**src/rtl/ddr3_chk_pkg.sv**
```systemverilog
// Shared types and constants for the DDR3 pattern writer/checker.
// Holds the FSM states, pattern mode encodings and the PRBS16 definition.
package ddr3_chk_pkg;

    typedef enum logic [2:0] {
        StIdle,
        StWrite,
        StWaitRd,
        StRead,
        StDrain,
        StDone
    } chk_state_e;

    localparam logic MODE_CNT  = 1'b0;
    localparam logic MODE_PRBS = 1'b1;

    // x^16+x^14+x^13+x^11+1 as a right-shifting Fibonacci LFSR: feedback from bits 0,2,3,5
    localparam logic [15:0] PRBS_TAPS    = 16'h002D;
    localparam logic [15:0] DEFAULT_SEED = 16'hACE1;

    function automatic logic [15:0] prbs16_next(input logic [15:0] s);
        return {^(s & PRBS_TAPS), s[15:1]};
    endfunction

endpackage

```
**src/rtl/ddr3_pat_gen.sv**
```systemverilog
// Pattern word generator: incrementing counter or PRBS16, reloaded per frame.
// Two instances (write side and read side) produce identical sequences.
module ddr3_pat_gen import ddr3_chk_pkg::*; #(
    parameter int unsigned DATA_W = 16,
    parameter logic [15:0] SEED   = DEFAULT_SEED
) (
    input  logic              clk,
    input  logic              rst,
    input  logic              load,
    input  logic [DATA_W-1:0] seed,
    input  logic              mode,
    input  logic              adv,
    output logic [DATA_W-1:0] word
);

    logic [DATA_W-1:0] cnt_q;
    logic [15:0]       lfsr_q;
    logic [15:0]       lfsr_seed;

    // An all-zero LFSR would lock up, so fall back to the default seed
    assign lfsr_seed = (16'(seed) == 16'h0000) ? SEED : 16'(seed);

    always_ff @(posedge clk or posedge rst) begin
        if (rst) begin
            cnt_q  <= '0;
            lfsr_q <= SEED;
        end else if (load) begin
            cnt_q  <= seed;
            lfsr_q <= lfsr_seed;
        end else if (adv) begin
            cnt_q  <= cnt_q + DATA_W'(1);
            lfsr_q <= prbs16_next(lfsr_q);
        end
    end

    assign word = (mode == MODE_PRBS) ? DATA_W'(lfsr_q) : cnt_q;

endmodule

```
**config.mk**
```make
export PLATFORM = sky130hd
export DESIGN_NAME = ddr3_pat_gen
export DESIGN_NICKNAME = d
export VERILOG_FILES = /design/src/rtl/ddr3_chk_pkg.sv /design/src/rtl/ddr3_pat_gen.sv
export SDC_FILE = /design/constraint.sdc
export NUM_CORES = 1
export LEC_CHECK = 0
export ABC_CLOCK_PERIOD_IN_PS = 1500
export CAP_MARGIN = 25
export CORE_ASPECT_RATIO = 1.75
export CORE_MARGIN = 3
export CORE_UTILIZATION = 47
export CTS_CLUSTER_DIAMETER = 200
export DETAILED_ROUTE_END_ITERATION = 16
export MAX_ROUTING_LAYER = met4
export PLACE_DENSITY = 0.76
export RECOVER_POWER = 25
export SLEW_MARGIN = 20
export SYNTH_ARGS = -nofsm -noshare
export SYNTH_HDL_FRONTEND = slang
export SYNTH_SLANG_ARGS = --single-unit
```
**constraint.sdc**
```tcl
create_clock -name clk -period 1.5 [get_ports clk]
set_input_delay 0.225 -clock clk [delete_from_list [all_inputs] [get_ports clk]]
set_output_delay 0.225 -clock clk [all_outputs]
set_load 0.03 [all_outputs]
```
Word-level counts from Yosys, hierarchy flattened. Index checks and enable logic that the tools add are counted.

Register bits after elaboration: 32. Word-level logic and storage cells: 12.

Add/subtract/negate cells: 1. Muxes and demuxes: 6. Reduce and logical (&&, ||, !) cells: 3.

Operator list (number): $mux W16 (6); $add A16 B1 Y16 const B (1); $logic_not A16 Y1 (1); $reduce_xor A16 Y1 (1); $reduce_bool A2 Y1 (1).

Depth between registers and ports, before layout. Gate-level depths: netlist of the first run.

Depth in word-level cells: 3. Depth in mapped cells: 6.

Least setup slack after synthesis of the first run. OpenSTA, ideal clock, no wires.

Kind: input -> output. From: input port mode. To: output port word[8]. Arrival: 1330 ps. Required time: 1275 ps. Path slack: -55 ps. Cell stages on the path: 3. Path buffers: 2. Path through: clkbuf_1 > buf_2 > o21ai_0.

Longest elaborated chain between the ends: 1.

Ends and longest elaborated chain: from (decl) (line ddr3_pat_gen.sv:11) `input logic mode,`; $mux W16 (line ddr3_pat_gen.sv:36) `assign word = (mode == MODE_PRBS) ? DATA_W'(lfsr_q) : cnt_q;`; to (decl) (line ddr3_pat_gen.sv:13) `output logic [DATA_W-1:0] word`.

No other way between the ends.

Final worst setup path of the first run.
From: register cnt_q[4]. To: register cnt_q[10].

Longest elaborated chain between the ends: 3.

Ends and longest elaborated chain: from (decl) (line ddr3_pat_gen.sv:16) `logic [DATA_W-1:0] cnt_q;`; from (signal assigned) (line ddr3_pat_gen.sv:31) `cnt_q <= cnt_q + DATA_W'(1);`; $add A16 B1 Y16 (line ddr3_pat_gen.sv:31); $mux W16 (line ddr3_pat_gen.sv:30) `end else if (adv) begin`; $mux W16 (line ddr3_pat_gen.sv:27) `end else if (load) begin`.

No other way between the ends. The select of a mux whose other input is x is not followed. A chain may end at the register's enable or synchronous reset.

==> results of run 1 <==
## power groups by stage
| stage | registers (mW) | clock network (mW) | logic (mW) |
|---|---|---|---|
| 2_1_floorplan | 1.07 | 0 | 0.492 |
| 3_3_place_gp | 1.06 | 0 | 0.918 |
| 3_5_place_dp | 1.07 | 0 | 0.937 |
| 4_1_cts | 1.06 | 0.688 | 0.923 |
| 5_1_grt | 1.08 | 0.740 | 1.03 |
| 6_report | 1.07 | 0.684 | 0.966 |
## registers in the layout, indices dropped and copies added, names as in the netlist
signal	cells
cnt_q	16
lfsr_q	16
## critical path, stage by stage, from the launching register on
cell	delay [ns]
dfrtp_1	0.42
buf_4	0.14
and4_4	0.23
nand4_1	0.15
xnor2_1	0.16
mux2_2	0.26
## cell families (layout without fill, tap and decap cells)
logic type	Yosys count	in the layout	share of synthesized area (%)
and+or+nand+nor	63	63	17.6
muxes	39	39	21.4
xor gates and xnor gates	15	15	6.70
AOI/OAI and AO/OA	28	28	8.23
adders and majority gates	1	1	0.638
DFF	32	32	41.4
buffers and inverters	16	103	4.08
## per-layer routing
| layer | vias up | GRT usage (%) |
|---|---|---|
| li1 | 868 | - |
| met1 | 928 | 29.8 |
| met2 | 64 | 42.1 |
| met3 | 26 | 4.76 |
| met4 | 0 | 12.3 |
| met5 | - | - |
## timing repair
action | CTS | global route
resized for setup | 120 | 13
endpoints found under the setup margin | 30 | 16
cloned | 1 | 0
setup buffers | 2 | 2
hold endpoints to repair | 0 | 0
pin swaps | 5 | 5
## metrics by stage
step / util, % / instances / power, mW / area [um^2] / hold slack (ns)
final: 73.7 / 329 / 2.72 / 2900 / 0.270
after global routing: 73.7 / 329 / 2.85 / 2900 / 0.279
after CTS: 72.5 / 327 / 2.67 / 2860 / 0.270
after detailed placement: 69.2 / 317 / 2.00 / 2730 / 0.591
after global placement: 69.2 / 317 / 1.98 / 2730 / 0.588
after floorplan: - / 194 / 1.57 / 1960 / 0.335
## synthesized netlist by cell type (3+ instances only)
library cell  number  area share (%)
dfrtp_1           24              31
nor4_1             4             1.3
dfstp_2            8              11
xnor2_1            8             3.6
nor2_1            10             1.9
mux2i_1           16             8.2
mux2_2            23              13
clkbuf_1           3            0.57
xor2_1             7             3.1
nand3_1            5             1.3
inv_1              4            0.77
o21ai_0            9             2.3
buf_2              4             1.0
nor3_1             3            0.77
nand4_1            6             1.9
a21oi_1           14             3.6
nand2_1           20             3.8
## final cells by class
| class | count | area, um^2 |
|---|---|---|
| Clock buffer | 8 | 90.1 |
| Sequential cell | 32 | 815 |
| Timing Repair Buffer | 90 | 737 |
| Multi-Input combinational cell | 146 | 1180 |
| Tap cell | 48 | 60.1 |
| Inverter | 5 | 18.8 |
| Fill cell | 279 | 1040 |
## worst max path at each step
stage                     depth (start not counted)  slack [ns]         to
after floorplan                                   3        0.08   word[10]
after global placement                            7       -0.72  lfsr_q[0]
after detailed placement                          7       -0.72  lfsr_q[0]
after CTS                                         6       0.003  lfsr_q[0]
after global routing                              5       -0.08  cnt_q[15]
final                                             5        0.02  cnt_q[10]
==> results_dict.tcl, run 1 <==
set metrics [dict create \
    vias 1886 \
    fin_crit_sh_pct 98.5 \
    ys_ff_latch 32 \
    tns_ns 0 \
    dieHeight_um 91.4 \
    root_buffer "clkbuf_8" \
    layout_common_cells "buf_4, mux2_2, dfrtp_1" \
    clock_skew_ns 0.00772 \
    core_um2 3940 \
    cts_tree "built" \
    cp-end-kind "flip-flop" \
    maxSlewViolCount 0 \
    synthesis.nets 216 \
    grt_max_degree 33 \
    cts_max_path_buffers 2 \
    crit_type "flip-flop to flip-flop" \
    fin_nets 302 \
    peakVddDrop_uv 795 \
    min-delay-start "seed[7]" \
    synth_seq_area_share_pct 41.4 \
    r2r_start "cnt_q[4]" \
    path_clk_slew_ns 0.07 \
    fp-row-count 30 \
    dr_wl_met3_um 276 \
    final_common_cell "buf_4" \
    place_ws_ns -0.725 \
    ys_async_sr_fraction_pct 100 \
    pwr-share-clk_pct 25.2 \
    grt_pass1_vias 1853 \
    drt-pass1-iter-count 4 \
    numClockSinks 32 \
    syn_area_per_cell_um2 10.1 \
    ioPinCount 37 \
    grt_pass1_wl_um 9140 \
    p_comb_share_pct 35.5 \
    finalSetupViolCount 0 \
    holdPathStages 2 \
    highest_layer "met4" \
    die_x_um 54.8 \
    syn_area_um2 1960 \
    worstPathRequired_ns 1.66 \
    fp.dieArea_um2 5010 \
    grt_use_total_pct 26.1 \
    drt-met1-wl_um 2210 \
    clock_latency_ns 0.28 \
    finalHoldViolations 0 \
    hold_class "primary input to flip-flop" \
    diodes 0 \
    postCtsHoldBufs 0 \
    reg2reg_depth 5 \
    drc 0 \
    yosysWarningCount 0 \
    initial_core_util_pct 49.7 \
    synth_cell_types 36 \
    layout-area-overhead-vs-synth_pct 48.1 \
    swShare_pct 33.2 \
    antenna_found_initial 0 \
    drt_iter0_markers 58 \
    cts_made_buffers 5 \
    r2r-end "cnt_q[10]" \
    worstSetupStartpoint "cnt_q[4]" \
    rsz0062_at_grt "yes" \
    io_buffers 36 \
    synth-edff-count 0 \
    met2WireLength_um 3160 \
    worst_pin_slew_ns 0.825 \
    wl_um 5930 \
    gp_congestion 0.815 \
    p_switching_uw 902 \
    r2r_setup_slack_ns 0.02 \
    viasPerCell 5.73 \
    drive_gt1_share_pct 48.0 \
    maxCapViolations 0 \
    hold_end "cnt_q[7]" \
    wl_per_cell_um 18.0 \
    dp_hpwl_um 3680 \
    worstPathArrival_ns 1.64 \
    cellPowerDensity_nw_per_um2 936 \
    fmax_ghz 0.677 \
    synthCells 194 \
    path_max_fanout 3 \
    post-route-min-period_ns 1.48 \
    cp-start-kind "flip-flop" \
    synth_ff_type "dfrtp_1" \
    setup_slack_ns 0.0230 \
    grt_overflow_total 0 \
    pwr-share-seq_pct 39.3 \
    intPower_mw 1.81 \
    final_antenna_net_count 0 \
    outcome "finished, final reports clean" \
    cellLeakagePower_nw 1.29 \
    slew_headroom_pct 45.0 \
    htreeDepth 2 \
]
(Power assumes the default switching activity.)
==> inputs of run 2 (changes only) <==
--- a/config.mk
+++ b/config.mk
@@ -10,7 +10,7 @@
 export CORE_ASPECT_RATIO = 1.75
 export CORE_MARGIN = 3
 export CORE_UTILIZATION = 47
-export CTS_CLUSTER_DIAMETER = 200
+export CTS_CLUSTER_DIAMETER = 150
 export DETAILED_ROUTE_END_ITERATION = 16
 export MAX_ROUTING_LAYER = met4
 export PLACE_DENSITY = 0.76
==> results of run 2 <==
No change in the layout: final DEF, timing and power equal those of run 1.
==> inputs of run 3 (changes only) <==
--- a/config.mk
+++ b/config.mk
@@ -5,15 +5,15 @@
 export SDC_FILE = /design/constraint.sdc
 export NUM_CORES = 1
 export LEC_CHECK = 0
-export ABC_CLOCK_PERIOD_IN_PS = 1500
+export ABC_CLOCK_PERIOD_IN_PS = 1800
 export CAP_MARGIN = 25
 export CORE_ASPECT_RATIO = 1.75
 export CORE_MARGIN = 3
-export CORE_UTILIZATION = 47
+export CORE_UTILIZATION = 50
 export CTS_CLUSTER_DIAMETER = 150
 export DETAILED_ROUTE_END_ITERATION = 16
 export MAX_ROUTING_LAYER = met4
-export PLACE_DENSITY = 0.76
+export PLACE_DENSITY = 0.8
 export RECOVER_POWER = 25
 export SLEW_MARGIN = 20
 export SYNTH_ARGS = -nofsm -noshare
==> constraint.sdc (replaced) <==
create_clock -name clk -period 1.8 [get_ports clk]
set_input_delay 0.27 -clock clk [delete_from_list [all_inputs] [get_ports clk]]
set_output_delay 0.27 -clock clk [all_outputs]
set_load 0.03 [all_outputs]
==> run 3 against run 2 <==
Compared with the run above:
- core utilization decreased by 6.0 points
- combinational power shrank 39%
- power shrank 26%
- count of clock-buffer cells in the layout fell by 2
- hold slack improved by 0.066 ns
- global-route usage fell by 1.2 points
- final cell count down 12%
- critical path depth increased by 1
- clock skew shrank 0.0014 ns
- critical endpoint is now lfsr_q[0]
- highest routed layer unchanged
==> results_dict.tcl, run 3 (synthesized netlist as in run 1, its figures left out) <==
set metrics [dict create \
    fp.dieArea_um2 4740 \
    grt_pass1_wl_um 8180 \
    grt_max_degree 33 \
    root_buffer "clkbuf_8" \
    cts_made_buffers 5 \
    min-delay-start "seed[0]" \
    fp-row-count 29 \
    hold_ws_ns 0.336 \
    cts_max_path_buffers 2 \
    layout-area-overhead-vs-synth_pct 27.7 \
    grt_overflow_total 0 \
    cts_tree "built" \
    core_um2 3700 \
    numClockSinks 32 \
    worstPathArrival_ns 1.98 \
    wl_per_cell_um 16.9 \
    dieHeight_um 88.8 \
    maxSlewViolCount 0 \
    swShare_pct 32.9 \
    wl_um 4910 \
    fmax_ghz 0.571 \
    initial_core_util_pct 53.0 \
    path_clk_slew_ns 0.06 \
    post-route-min-period_ns 1.75 \
    drt-pass1-iter-count 4 \
    slew_headroom_pct 46.9 \
    diodes 0 \
    worstPathRequired_ns 2.03 \
    maxCapViolations 0 \
    r2r_start "cnt_q[2]" \
    place_ws_ns -0.370 \
    r2r-end "cnt_q[7]" \
    vias 1690 \
    final_antenna_net_count 0 \
    path_max_fanout 6 \
    ioPinCount 37 \
    grt_pass1_vias 1721 \
    top_regs "cnt_q: 16 flops, lfsr_q: 16 flops" \
    pwr-share-clk_pct 25.2 \
    finalNonFillerCells 291 \
    cellPowerDensity_nw_per_um2 806 \
    finalSetupViolCount 0 \
    drt_iter0_markers 56 \
    worst_pin_slew_ns 0.797 \
    reg2reg_depth 5 \
    r2r_setup_slack_ns 0.21 \
    holdPathStages 3 \
    post-cts-setup-buffers 0 \
    hold_end "lfsr_q[0]" \
    p_comb_share_pct 29.4 \
    hold_class "primary input to flip-flop" \
    drive_gt1_share_pct 33.5 \
    drc 0 \
    peakVddDrop_uv 737 \
    cp-end-kind "flip-flop" \
    antenna_found_initial 0 \
    p_switching_uw 665 \
    crit_type "primary input to flip-flop" \
    viasPerCell 5.81 \
    cellLeakagePower_nw 1.08 \
    rsz0062_at_grt "no" \
    final_common_cell "dfrtp_1" \
    grt_use_total_pct 24.9 \
    outcome "finished, final reports clean" \
    dp_hpwl_um 3650 \
    intPower_mw 1.35 \
    cp-start-kind "primary input" \
    fin_nets 267 \
    clock_skew_ns 0.00630 \
    io_buffers 36 \
    die_x_um 53.3 \
    fin_crit_sh_pct 97.3 \
    pwr-share-seq_pct 45.4 \
    finalHoldViolations 0 \
    gp_congestion 0.877 \
    clock_latency_ns 0.28 \
    setup_slack_ns 0.0493 \
    htreeDepth 2 \
    tns_ns 0 \
    dpl.cell_count 284 \
    power_mw 2.02 \
    layout_common_cells "dfrtp_1, mux2_2, nand2_1" \
]
## run 3: final cells by class
| type | instances | area, um^2 |
|---|---|---|
| inverter | 5 | 18.8 |
| timing repair buffer | 55 | 453 |
| tap | 46 | 57.6 |
| fill | 325 | 1200 |
| multi-input combinational | 146 | 1090 |
| clock inverter | 1 | 5.00 |
| sequential | 32 | 811 |
| clock buffer | 6 | 72.6 |
## run 3: timing repair
action                                 in CTS  in global routing
setup endpoints to repair                  21                  6
resized for setup                          72                  2
endpoints found under the hold margin       0                  0
hold buffers                                0                  0
## run 3: worst max path at each step
stage,startpoint,endpoint,slack (ns),cells past startpoint
final,seed[9],lfsr_q[0],0.05,6
after global placement,seed[0],lfsr_q[0],-0.37,7
after detailed placement,seed[0],lfsr_q[0],-0.37,7
after global routing,adv,cnt_q[15],0.02,5
after floorplan,mode,word[8],0.16,3
after CTS,seed[0],lfsr_q[0],0.01,7
## run 3: power groups by stage
stage	combinational, mW	sequential (mW)	clock, mW
after global placement	0.622	0.921	0
after floorplan	0.409	0.895	0
final	0.593	0.916	0.509
after CTS	0.599	0.916	0.525
after detailed placement	0.637	0.928	0
after global routing	0.648	0.929	0.551
## run 3: critical path: stages
cell	delay, ns
clkdlybuf4s50_1	0.43
nor4_2	0.36
nand4_1	0.17
or4_4	0.47
buf_4	0.19
nand2_1	0.07
## run 3: metrics by stage
stage,instance area (um^2),util [%]
6_report,2500,67.6
3_5_place_dp,2480,67.0
4_1_cts,2500,67.5
2_1_floorplan,1960,-
3_3_place_gp,2480,67.0
5_1_grt,2500,67.6
## run 3: routing by layer
layer / up-vias / global-route usage, % / share of wire, %
met1: 832 / 27.0 / 38
met3: 18 / 5.73 / 3.8
li1: 800 / - / -
met4: 0 / 13.3 / 4.2
met5: - / - / 0
met2: 40 / 40.9 / 54
